File: config.mk
export PLATFORM = sky130hd
export DESIGN_NAME = pattern_detector_fsm_flat
export DESIGN_NICKNAME = d
export VERILOG_FILES = /design/src/rtl/pattern_detector_fsm_pkg.sv /design/src/rtl/pattern_detector_fsm_if.sv /design/src/rtl/pattern_detector_fsm_window.sv /design/src/rtl/pattern_detector_fsm.sv /design/src/flat_wrapper.sv
export SDC_FILE = /design/constraint.sdc
export NUM_CORES = 1
export LEC_CHECK = 0
export ABC_AREA = 1
export CAP_MARGIN = 20
export CORE_ASPECT_RATIO = 0.7
export CORE_MARGIN = 4
export CORE_UTILIZATION = 45
export DETAILED_ROUTE_END_ITERATION = 6
export PLACE_DENSITY = 0.82
export SLEW_MARGIN = 30
export SYNTH_ARGS = -nofsm -noshare
export SYNTH_HDL_FRONTEND = slang
export SYNTH_HIERARCHICAL = 1
export SYNTH_SLANG_ARGS = --single-unit
File: constraint.sdc
create_clock -name clock -period 3.7 [get_ports clock]
set_clock_uncertainty 0.1 [all_clocks]
set_input_delay 0.74 -clock clock [delete_from_list [all_inputs] [get_ports clock]]
set_output_delay 0.74 -clock clock [all_outputs]
set_load 0.005 [all_outputs]
File: src/rtl/pattern_detector_fsm_pkg.sv
// Shared types and limits for the serial pattern detector.
package pattern_det_pkg;

  localparam int PAT_W_MIN = 2;
  localparam int PAT_W_MAX = 16;

  typedef enum logic {
    ST_FILL,
    ST_ARMED
  } det_state_t;

endpackage

File: src/rtl/pattern_detector_fsm_if.sv
// Serial-stream and status bundle between a bit source and the pattern detector.
interface pattern_detector_fsm_if #(
  parameter int PAT_W = 4,
  parameter int CNT_W = 8
);

  logic             x_in;
  logic             x_valid;
  logic [PAT_W-1:0] pattern;
  logic             overlap;
  logic             clear;
  logic             y_out;
  logic [CNT_W-1:0] match_count;
  logic             count_sat;

  modport master (
    output x_in, x_valid, pattern, overlap, clear,
    input  y_out, match_count, count_sat
  );

  modport slave (
    input  x_in, x_valid, pattern, overlap, clear,
    output y_out, match_count, count_sat
  );

endinterface

File: src/rtl/pattern_detector_fsm_window.sv
// Bit history and fill tracking for the pattern detector; presents the
// candidate window including the bit currently on the input.
module pattern_window #(
  parameter int PAT_W = 4
) (
  input  logic             clock,
  input  logic             reset,
  input  logic             x_in,
  input  logic             shift,    // accept x_in into the history
  input  logic             restart,  // non-overlapping match: start a fresh fill
  input  logic             flush,    // synchronous clear of history and fill
  output logic [PAT_W-1:0] win,
  output logic             armed     // history will be full after this cycle
);

  localparam int                FILL_W    = $clog2(PAT_W) + 1;
  localparam logic [FILL_W-1:0] FILL_FULL = FILL_W'(PAT_W - 1);

  logic [PAT_W-1:0]  hist_q, hist_d;
  logic [FILL_W-1:0] fill_q, fill_d;

  // NOTE: every always_comb output gets a default first so no path can infer a latch.
  always_comb begin
    hist_d = hist_q;
    fill_d = fill_q;
    if (flush) begin
      hist_d = '0;
      fill_d = '0;
    end else if (restart) begin
      fill_d = '0;
    end else if (shift) begin
      hist_d = {hist_q[PAT_W-2:0], x_in};
      if (fill_q != FILL_FULL) begin
        fill_d = fill_q + 1'b1;
      end
    end
  end

  // NOTE: state registers use non-blocking assignments so all flops update together.
  always_ff @(posedge clock or negedge reset) begin
    if (!reset) begin
      hist_q <= '0;
      fill_q <= '0;
    end else begin
      hist_q <= hist_d;
      fill_q <= fill_d;
    end
  end

  assign win   = {hist_q[PAT_W-2:0], x_in};
  assign armed = (fill_d == FILL_FULL);

endmodule

File: src/rtl/pattern_detector_fsm.sv
// Mealy serial pattern detector with programmable pattern, overlap mode and a
// saturating match counter. Define REGISTERED_OUT_EN to register y_out.
module pattern_detector_fsm
  import pattern_det_pkg::*;
#(
  parameter int PAT_W = 4,
  parameter int CNT_W = 8
) (
  input  logic                   clock,
  input  logic                   reset,
  pattern_detector_fsm_if.slave  bus
);

  det_state_t       state_q, state_d;
  logic [CNT_W-1:0] cnt_q, cnt_d;
  logic [PAT_W-1:0] win;
  logic             armed;
  logic             hit;
  logic             restart;
  logic             shift;

  assign hit     = bus.x_valid & ~bus.clear & (state_q == ST_ARMED) & (win == bus.pattern);
  assign restart = hit & ~bus.overlap;
  assign shift   = bus.x_valid & ~bus.clear & ~restart;

  pattern_window #(
    .PAT_W (PAT_W)
  ) u_window (
    .clock   (clock),
    .reset   (reset),
    .x_in    (bus.x_in),
    .shift   (shift),
    .restart (restart),
    .flush   (bus.clear),
    .win     (win),
    .armed   (armed)
  );

  // The window reports whether it will be full next cycle, which is exactly
  // the FILL/ARMED boundary including flushes and non-overlap restarts.
  always_comb begin
    state_d = state_q;
    case (state_q)
      ST_FILL:  if (armed)  state_d = ST_ARMED;
      ST_ARMED: if (!armed) state_d = ST_FILL;
      default:  state_d = ST_FILL;
    endcase
  end

  always_comb begin
    cnt_d = cnt_q;
    if (bus.clear) begin
      cnt_d = '0;
    end else if (hit && (cnt_q != '1)) begin
      cnt_d = cnt_q + 1'b1;
    end
  end

  always_ff @(posedge clock or negedge reset) begin
    if (!reset) begin
      state_q <= ST_FILL;
      cnt_q   <= '0;
    end else begin
      state_q <= state_d;
      cnt_q   <= cnt_d;
    end
  end

  assign bus.match_count = cnt_q;
  assign bus.count_sat   = &cnt_q;

`ifdef REGISTERED_OUT_EN
  logic y_q, y_d;

  always_comb begin
    y_d = bus.clear ? 1'b0 : hit;
  end

  always_ff @(posedge clock or negedge reset) begin
    if (!reset) begin
      y_q <= 1'b0;
    end else begin
      y_q <= y_d;
    end
  end

  assign bus.y_out = y_q;
`else
  assign bus.y_out = hit;
`endif

endmodule
File: src/flat_wrapper.sv
// flat-port wrapper written by rule: the top's interface ports become plain ports
module pattern_detector_fsm_flat import pattern_det_pkg::*;
#(
  parameter int PAT_W = 4,
  parameter int CNT_W = 8
)
  (clock, reset, bus_x_in, bus_x_valid, bus_pattern, bus_overlap, bus_clear, bus_y_out, bus_match_count, bus_count_sat);
  pattern_detector_fsm_if #(.PAT_W(PAT_W), .CNT_W(CNT_W)) bus_i ();
  input  logic clock;
  input  logic reset;
  input wire logic [$bits(bus_i.x_in)-1:0] bus_x_in;
  input wire logic [$bits(bus_i.x_valid)-1:0] bus_x_valid;
  input wire logic [$bits(bus_i.pattern)-1:0] bus_pattern;
  input wire logic [$bits(bus_i.overlap)-1:0] bus_overlap;
  input wire logic [$bits(bus_i.clear)-1:0] bus_clear;
  output wire logic [$bits(bus_i.y_out)-1:0] bus_y_out;
  output wire logic [$bits(bus_i.match_count)-1:0] bus_match_count;
  output wire logic [$bits(bus_i.count_sat)-1:0] bus_count_sat;
  assign bus_i.x_in = bus_x_in;
  assign bus_i.x_valid = bus_x_valid;
  assign bus_i.pattern = bus_pattern;
  assign bus_i.overlap = bus_overlap;
  assign bus_i.clear = bus_clear;
  assign bus_y_out = bus_i.y_out;
  assign bus_match_count = bus_i.match_count;
  assign bus_count_sat = bus_i.count_sat;
  pattern_detector_fsm #(.PAT_W(PAT_W), .CNT_W(CNT_W)) u_core (.clock(clock), .reset(reset), .bus(bus_i));
endmodule
[Word-level counts from Yosys, hierarchy flattened]
Index checks and enable logic that the tools add are counted.
Word-level totals
  bits in registers: 15
  input port bits: 10
  output and inout bits: 10
  logic and storage cells: 34
Operators by class
  add/subtract/negate cells: 2
  eq/ne operators: 5
  mux-type cells: 10
  bitwise logic cells: 8
  reduce and logical (&&, ||, !) cells: 5
Operators by type and width (count)
  $mux 3: 7
  $mux 8: 2
  $add 8x1->8 const B: 1
  $ne 8x8->1 const B: 1
  $reduce_and 8->1: 1
  $and 1x1->1: 5
  $eq 4x4->1: 1
  $reduce_bool 2->1: 2
  $add 3x1->3 const B: 1
  $eq 3x2->1 const B: 1
  $ne 3x2->1 const B: 1
  $not 1->1: 3
  $ne 2x2->1 const B: 1
  $reduce_and 2->1: 1
  $logic_and 1x1->1: 1
  $mux 1: 1

[Longest topological paths before layout]
Gate-level depths: netlist of run 1.
  depth in word-level cells: 12
  depth in mapped cells: 12
  mapped depth without buffers: 11

[By module]
The synthesis of run 1 kept the hierarchy.
By module, submodules not included
  pattern_detector_fsm: instances 1, cells each 90, area each 661.9 µm², sequential area each 225.2 µm²
  pattern_window: instances 1, cells each 41, area each 332.8 µm², sequential area each 150.1 µm²

[Worst setup path after synthesis of run 1]
Ideal clock, no wire load.
  path type: input-to-reg
  start: input bus_x_in
  end: register u_core.u_window.hist_q[2]
  library setup time: 0.126 ns
  data arrival time: 1.987 ns
  required time: 3.474 ns
  slack: 1.487 ns
  stages on the path: 11
  path buffers: 1
  cell sequence: buf_4 > nand2_1 > nand2_1 > nor2_4 > nand3_4 > nor2_1 > nor2_1 > inv_1 > nor2_4 > nand3_1 > o21ai_0
On the way
  longest elaborated chain between the ends: 7
  elaborated cells between the ends (all ways): 8
  classes of those cells: eq/ne: 2; bitwise: 4; reduce/logical: 2
RTL lines
  from (decl): line flat_wrapper.sv:11  | input wire logic [$bits(bus_i.x_in)-1:0] bus_x_in;
  $eq 4x4->1: line pattern_detector_fsm.sv:22  | assign hit = bus.x_valid & ~bus.clear & (state_q == ST_ARMED) & (win == bus.pattern);
  $and 1x1->1: line pattern_detector_fsm.sv:22
  $and 1x1->1: line pattern_detector_fsm.sv:23  | assign restart = hit & ~bus.overlap;
  via u_core.restart: line pattern_detector_fsm.sv:19  | logic restart;
  $not 1->1: line pattern_detector_fsm.sv:24  | assign shift = bus.x_valid & ~bus.clear & ~restart;
  $and 1x1->1: line pattern_detector_fsm.sv:24
  via u_core.shift: line pattern_detector_fsm.sv:20  | logic shift;
  $reduce_bool 2->1 (no line)
  $reduce_and 2->1 (no line)
  to (signal assigned): line pattern_detector_fsm_window.sv:45  | hist_q <= hist_d;
  to (decl): line pattern_detector_fsm_window.sv:19  | logic [PAT_W-1:0] hist_q, hist_d;
The timed path passes the listed nets, and every way through them passes these cells.
A chain may end at the register's enable or synchronous reset.

[Final worst setup path of run 1]
  start: input bus_clear
  end: output bus_y_out
On the way
  longest elaborated chain between the ends: 4
RTL lines
  from (decl): line flat_wrapper.sv:15  | input wire logic [$bits(bus_i.clear)-1:0] bus_clear;
  $not 1->1: line pattern_detector_fsm.sv:22
  $and 1x1->1 (3 in a row): line pattern_detector_fsm.sv:22
  to (decl): line flat_wrapper.sv:16  | output wire logic [$bits(bus_i.y_out)-1:0] bus_y_out;
Every way passes these cells.

==> impl_metrics.tcl, run 1 <==
set metrics [dict create \
    numPortBuffers 19 \
    area_growth_pct 24.3 \
    finalMaxSlewViolations 0 \
    critical_path.max_fanout 14 \
    dominantRegCellSynth "sky130_fd_sc_hd__dfrtp_1" \
    globalplace.congestion 0.830 \
    drive_gt1_share_pct 14.5 \
    finish.net_count 165 \
    initialDrtViolationCount 30 \
    vias 888 \
    slew-limit-headroom_pct 54.3 \
    worst-slew-pin-transition_ns 0.683 \
    root_buffer_cell "sky130_fd_sc_hd__clkbuf_4" \
    max_cap_violations 0 \
    die_h_um 47.3 \
    diode_count 0 \
    r2r_start "u_core/u_window/hist_q[0]$_DFFE_PN0P_" \
    netlist_instances 131 \
    post-cts-setup-buffer-count 0 \
    number_of_placed_instances_with_taps_included 178 \
    grt_setup_unrepaired "no" \
    cts_resized 0 \
    via_count_of_the_first_global_routing_pass 872 \
    leakagePower_nw 0.624 \
    timing.critical_path.required_ns 2.86 \
    detailed_place_hpwl_um 1670 \
    syn-num-nets 143 \
    grt_max_degree 16 \
    synthDistinctLibCells 24 \
    cts-buffers-inserted 3 \
    floorplan.initialDensity_pct 50.5 \
    ys_async_rst_share_pct 100 \
    grt_first_pass_wirelength_um 3730 \
    final.setup.tns_ns 0 \
    yosys-top-cells-count "sky130_fd_sc_hd__nand2_1 (34), sky130_fd_sc_hd__inv_1 (24), sky130_fd_sc_hd__nand3_1 (20)" \
    outcome "finished clean" \
    dieWidth_um 64.2 \
    postCtsHoldBufs 0 \
    hold_start "u_core/u_window/fill_q[2]$_DFF_PN0_" \
    number_of_flops_mapped_to_enable_cells_by_yosys 0 \
    maxClockFrequency_mhz 304 \
    worstSetupPathType "input pin to output port" \
    synth.yosys.seq_area_share_pct 37.7 \
    worst_skew_pair.late_latency_ns 0.29 \
    grt_remaining_overflow 0 \
    peakVddDrop_uv 149 \
    via_per_inst 4.88 \
    global_route.usage.total_pct 16.4 \
    floorplan.core_area_mm2 0.00197 \
    boundaryPins 20 \
    postRouteWirelength_um 2130 \
    clkTransAtPathRegs_ns 0.08 \
    yosys_warnings 6 \
    yosysMostFrequentCell "sky130_fd_sc_hd__nand2_1" \
    fp.dieArea_mm2 0.00304 \
    cts_max_path_buffers 2 \
    finalCritPeriodShare_pct 88.8 \
    timing.critical_path.from_type "input pin" \
    std_cell_rows 13 \
    synth.largest_area_cell "sky130_fd_sc_hd__dfrtp_1" \
    finish.cell_count_without_fillers 182 \
    power.density_mw_per_mm2 247 \
    yosysTopAreaCellShare_pct 37.7 \
    first_pass_iters 4 \
    tritoncts_num_sinks 15 \
    final_period_minus_worst_setup_slack_ns 3.29 \
    critical_path_arrival_ns 2.45 \
    synthesis.area_per_instance_um2 7.59 \
    drc_errors 0 \
    drt.antenna.violating_nets 0 \
    setup_viol 0 \
    grt_antenna_before_repair 0 \
    startpoint "bus_clear" \
    tritoncts "done" \
    drt-wirelength-per-cell_um 11.7 \
    netlist_top_cells_area "sky130_fd_sc_hd__dfrtp_1 (38%), sky130_fd_sc_hd__nand2_1 (13%), sky130_fd_sc_hd__nand3_1 (10%), sky130_fd_sc_hd__inv_1 (9.1%), sky130_fd_sc_hd__nor2_4 (5.7%)" \
    hp-class "register to register" \
    h-tree-depth 1 \
    cp-end-kind "output port" \
    final_hold_viol_count 0 \
    synth-seq-cells 15 \
    mappedNetlistArea_um2 995 \
]
## layout by cell type (no fill, tap or decap), drive strengths merged
| cell | instances |
|---|---|
| nand2 | 36 |
| inv | 27 |
| nand3 | 23 |
| clkdlybuf4s50 | 19 |
| dfrtp | 15 |
| nor2 | 12 |
| clkbuf | 4 |
| o21ai | 4 |
| xor2 | 3 |
| ha | 2 |
| xnor2 | 2 |
| nand4 | 2 |
| a31o | 1 |
| a31oi | 1 |
| and3 | 1 |
## critical path, stage by stage
cell                              delay [ns]
sky130_fd_sc_hd__clkdlybuf4s50_1        0.49
sky130_fd_sc_hd__inv_2                  0.22
sky130_fd_sc_hd__nand3_2                0.12
sky130_fd_sc_hd__nor2_4                 0.17
sky130_fd_sc_hd__nand3_4                0.11
sky130_fd_sc_hd__inv_1                  0.09
sky130_fd_sc_hd__clkdlybuf4s50_1        0.50
## final timing paths
kind | endpoint | slack (ns) | cells past startpoint
hold reg to reg | u_core/u_window/fill_q[2]$_DFF_PN0_ | 0.44 | 2
setup / recovery | bus_y_out | 0.41 | 7
min in group asynchronous | u_core/bus.match_count[6]$_DFFE_PN0P_ | 0.76 | 1
setup reg to reg | u_core/u_window/hist_q[0]$_DFFE_PN0P_ | 1.67 | 10
max in group asynchronous | u_core/bus.match_count[0]$_DFFE_PN0P_ | 2.30 | 1
hold / removal | u_core/u_window/fill_q[2]$_DFF_PN0_ | 0.44 | 2
## registers in the layout, indices dropped and copies added, names as in the netlist
name and cells:
u_core/bus.match_count 8, u_core/u_window/fill_q 3, u_core/u_window/hist_q 3, u_core/state_q 1
## cell families (layout without fill, tap and decap cells)
kind of cell | Yosys count | count (layout) | share of synthesized area (%)
AND/OR/NAND/NOR | 74 | 74 | 39.2
buffers and inverters | 29 | 50 | 11.4
flip-flops | 15 | 15 | 37.7
AO/OA/AOI/OAI | 6 | 6 | 3.90
XOR/XNOR | 5 | 5 | 5.16
adder cells (fa/ha/maj) | 2 | 2 | 2.52
## report_power, final
group	leakage [nW]	internal, mW	total (mW)	switching, mW
Combinational	0.401	0.0172	0.0406	0.0234
Clock	0.0150	0.0419	0.0960	0.0541
Sequential	0.208	0.166	0.169	0.00220
## area by class of cell
type	instances	area [um^2]
fill	178	732
multi-input combinational	87	505
clock buffer	4	26.3
sequential	15	375
inverter	27	101
tap	30	37.5
timing repair buffer	19	190
## through the flow
step	cell area (um^2)	util (%)	power, mW	setup slack (ns)	hold slack [ns]
after floorplan	995	-	0.195	1.49	0.344
after detailed placement	1210	61.5	0.213	0.427	0.436
after global placement	1210	61.5	0.211	0.486	0.419
after global routing	1240	62.8	0.325	0.306	0.494
final	1240	62.8	0.305	0.414	0.442
after CTS	1240	62.8	0.308	0.417	0.448
## per-layer routing
metal / part of all wire, % / vias to the layer above / track usage, % / routed length (um)
met5: 0 / - / 0 / 0
met4: 1.1 / 0 / 5.88 / 23
met3: 6.4 / 4 / 4.78 / 136
met2: 46 / 27 / 27.7 / 974
met1: 47 / 410 / 20.6 / 993
li1: - / 447 / - / -
Note: power is estimated with default switching activity, not from simulation.
==> run 2, diff against run 1 <==
--- a/config.mk
+++ b/config.mk
@@ -5,14 +5,12 @@
 export SDC_FILE = /design/constraint.sdc
 export NUM_CORES = 1
 export LEC_CHECK = 0
-export ABC_AREA = 1
-export CAP_MARGIN = 20
 export CORE_ASPECT_RATIO = 0.7
 export CORE_MARGIN = 4
 export CORE_UTILIZATION = 45
 export DETAILED_ROUTE_END_ITERATION = 6
-export PLACE_DENSITY = 0.82
-export SLEW_MARGIN = 30
+export PLACE_DENSITY = 0.83
+export SLEW_MARGIN = 25
 export SYNTH_ARGS = -nofsm -noshare
 export SYNTH_HDL_FRONTEND = slang
 export SYNTH_HIERARCHICAL = 1
==> run 2 against run 1 <==
Effect of this change: combinational power down 6.7%; clock-buffer cell count is the same; cell count is 26% lower.
==> impl_metrics.tcl, run 2 <==
set metrics [dict create \
    postCtsHoldBufs 0 \
    synth.yosys.seq_area_share_pct 41.3 \
    critical_path_arrival_ns 2.48 \
    yosys_warnings 6 \
    number_of_placed_instances_with_taps_included 130 \
    drc_errors 0 \
    initialDrtViolationCount 29 \
    finish.net_count 125 \
    root_buffer_cell "sky130_fd_sc_hd__clkbuf_4" \
    ff2ff_setup_slack_ns 1.50 \
    max_stage_delay_ns 0.50 \
    yosysMostFrequentCell "sky130_fd_sc_hd__dfrtp_1" \
    final_hold_viol_count 0 \
    finalCritPeriodShare_pct 89.8 \
    grt_max_degree 16 \
    fp.dieArea_mm2 0.00282 \
    via_count_of_the_first_global_routing_pass 765 \
    largest_reg_flops 8 \
    slowest_stage "sky130_fd_sc_hd__clkdlybuf4s50_1" \
    crit_buf_inv 3 \
    via_per_inst 5.87 \
    tritoncts_num_sinks 15 \
    number_of_flops_mapped_to_enable_cells_by_yosys 0 \
    layout.core_utilization_pct 60.5 \
    worst_path_most_repeated_cell "sky130_fd_sc_hd__clkdlybuf4s50_1" \
    slew-limit-headroom_pct 55.3 \
    yosysTopAreaCellShare_pct 41.3 \
    nFillCells 170 \
    netlist_instances 90 \
    post-cts-setup-buffer-count 0 \
    grt_remaining_overflow 0 \
    dominantRegCellSynth "sky130_fd_sc_hd__dfrtp_1" \
    outcome "finished clean" \
    std_cell_rows 13 \
    timing.critical_path.required_ns 2.86 \
    synthesis.area_per_instance_um2 10.1 \
    cp_cell_sequence "clkdlybuf4s50_1 -> xnor2_2 -> and3_1 -> nand2_1 -> inv_2 -> clkdlybuf4s50_1" \
    worst-slew-pin-transition_ns 0.668 \
    h-tree-depth 1 \
    area_growth_pct 25.6 \
    layout_commonest_cell "sky130_fd_sc_hd__clkdlybuf4s50_1" \
    cts_max_path_buffers 2 \
    grt_antenna_before_repair 0 \
    drive_gt1_share_pct 11.6 \
    tritoncts "done" \
    ys_async_rst_share_pct 100 \
    final_period_minus_worst_setup_slack_ns 3.32 \
    mappedNetlistArea_um2 910 \
    diode_count 0 \
    max_cap_violations 0 \
    drt.antenna.violating_nets 0 \
    netlist_top_cells_area "sky130_fd_sc_hd__dfrtp_1 (41%), sky130_fd_sc_hd__mux2i_1 (4.4%), sky130_fd_sc_hd__a21oi_1 (3.3%), sky130_fd_sc_hd__o2111ai_4 (2.9%), sky130_fd_sc_hd__xnor2_1 (2.9%)" \
    timing.critical_path.from_type "input pin" \
    cts_resized 0 \
    first_pass_iters 4 \
    worst_skew_pair.late_latency_ns 0.28 \
    leakagePower_nw 0.451 \
    yosys-top-cells-count "sky130_fd_sc_hd__dfrtp_1 (15), sky130_fd_sc_hd__a21oi_1 (6), sky130_fd_sc_hd__nand3_1 (5), sky130_fd_sc_hd__nor2_1 (5)" \
    critical_path.max_fanout 5 \
    drt-wirelength-per-cell_um 15.6 \
    detailed_place_hpwl_um 1560 \
    final.setup.tns_ns 0 \
    dieWidth_um 61.7 \
    postRouteWirelength_um 2090 \
    hp-class "register to register" \
    synthDistinctLibCells 41 \
    dpl_worst_slack_ns 0.382 \
    die_h_um 45.6 \
    cp-end-kind "output port" \
    synth-seq-cells 15 \
    clkTransAtPathRegs_ns 0.08 \
    floorplan.core_area_mm2 0.00189 \
    numPortBuffers 19 \
    finish.cell_count_without_fillers 134 \
    layout.cells.most_common_list "sky130_fd_sc_hd__clkdlybuf4s50_1 (19), sky130_fd_sc_hd__dfrtp_1 (15), sky130_fd_sc_hd__a21oi_1 (6), sky130_fd_sc_hd__nand3_1 (5), sky130_fd_sc_hd__nor2_1 (5)" \
    global_route.usage.total_pct 16.4 \
    worstSetupPathType "input pin to output port" \
    finalMaxSlewViolations 0 \
    grt_setup_unrepaired "no" \
    peakVddDrop_uv 243 \
    boundaryPins 20 \
    vias 787 \
    synth.largest_area_cell "sky130_fd_sc_hd__dfrtp_1" \
    cts-buffers-inserted 3 \
    grt_first_pass_wirelength_um 3390 \
    globalplace.congestion 0.874 \
    floorplan.initialDensity_pct 48.2 \
    setup_viol 0 \
    maxClockFrequency_mhz 301 \
    postLayoutSetupSlackWorst_ns 0.376 \
    syn-num-nets 102 \
    power.density_mw_per_mm2 262 \
    timing.critical_path.max_delay_family "buffers and inverters" \
]
==> run 2: path summary, 6_finish.rpt <==
path | start | to | cells past startpoint
max | bus_pattern[0] | bus_y_out | 6
min | u_core/u_window/fill_q[2]$_DFF_PN0_ | u_core/u_window/fill_q[2]$_DFF_PN0_ | 2
max reg2reg | u_core/u_window/hist_q[1]$_DFFE_PN0P_ | u_core/state_q$_DFF_PN0_ | 7
min reg2reg | u_core/u_window/fill_q[2]$_DFF_PN0_ | u_core/u_window/fill_q[2]$_DFF_PN0_ | 2
max in group asynchronous | reset | u_core/u_window/hist_q[0]$_DFFE_PN0P_ | 1
min in group asynchronous | reset | u_core/bus.match_count[3]$_DFFE_PN0P_ | 1
==> run 2: metal layers <==
layer  up-vias  global-route usage, %  wire length, um
met4         0                   3.39                9
met2        31                   27.1             1000
met5         -                      0                0
met1       372                   20.7              904
met3         2                   5.95              175
li1        382                      -                -
==> run 2: area by class of cell <==
type	instances	area, um^2	area share, %
sequential	15	375	32.9
timing repair buffer	20	198	17.3
inverter	6	22.5	1.97
clock buffer	4	26.3	2.30
multi-input combinational	67	493	43.2
tap	22	27.5	2.41
==> run 2: kinds of logic after synthesis <==
| logic type | count (synthesis) | share of synthesized area (%) |
|---|---|---|
| simple gates | 34 | 23.0 |
| fa+ha+maj | 2 | 2.75 |
| flops | 15 | 41.3 |
| buf+inv | 8 | 4.54 |
| mux | 4 | 4.40 |
| xor+xnor | 4 | 4.68 |
| compound gates | 23 | 19.4 |
==> run 2: metrics by stage <==
stage	cell area [um^2]	total power, mW	hold slack, ns
detailed placement	1120	0.209	0.416
finish	1140	0.299	0.430
global placement	1120	0.207	0.417
CTS	1140	0.304	0.429
floorplan	910	0.192	0.344
global route	1140	0.318	0.474
==> run 2: tightest hold or removal path: cells and delay by family, from the launching register on <==
family	cells	cell delay, ns
DFF	1	0.38
buffers and inverters	1	0.06
AOI/OAI and AO/OA	1	0.05
==> run 2: power breakdown <==
group | internal (mW) | switching [mW]
sequential | 0.166 | 0.00212
combinational | 0.0183 | 0.0197
clock | 0.0418 | 0.0515
==> run 3, diff against run 2 <==
--- a/config.mk
+++ b/config.mk
@@ -10,6 +10,7 @@
 export CORE_UTILIZATION = 45
 export DETAILED_ROUTE_END_ITERATION = 6
 export PLACE_DENSITY = 0.83
+export SKIP_CTS_REPAIR_TIMING = 1
 export SLEW_MARGIN = 25
 export SYNTH_ARGS = -nofsm -noshare
 export SYNTH_HDL_FRONTEND = slang
==> results of run 3 <==
No change in the layout: final DEF, timing and power equal those of run 2.
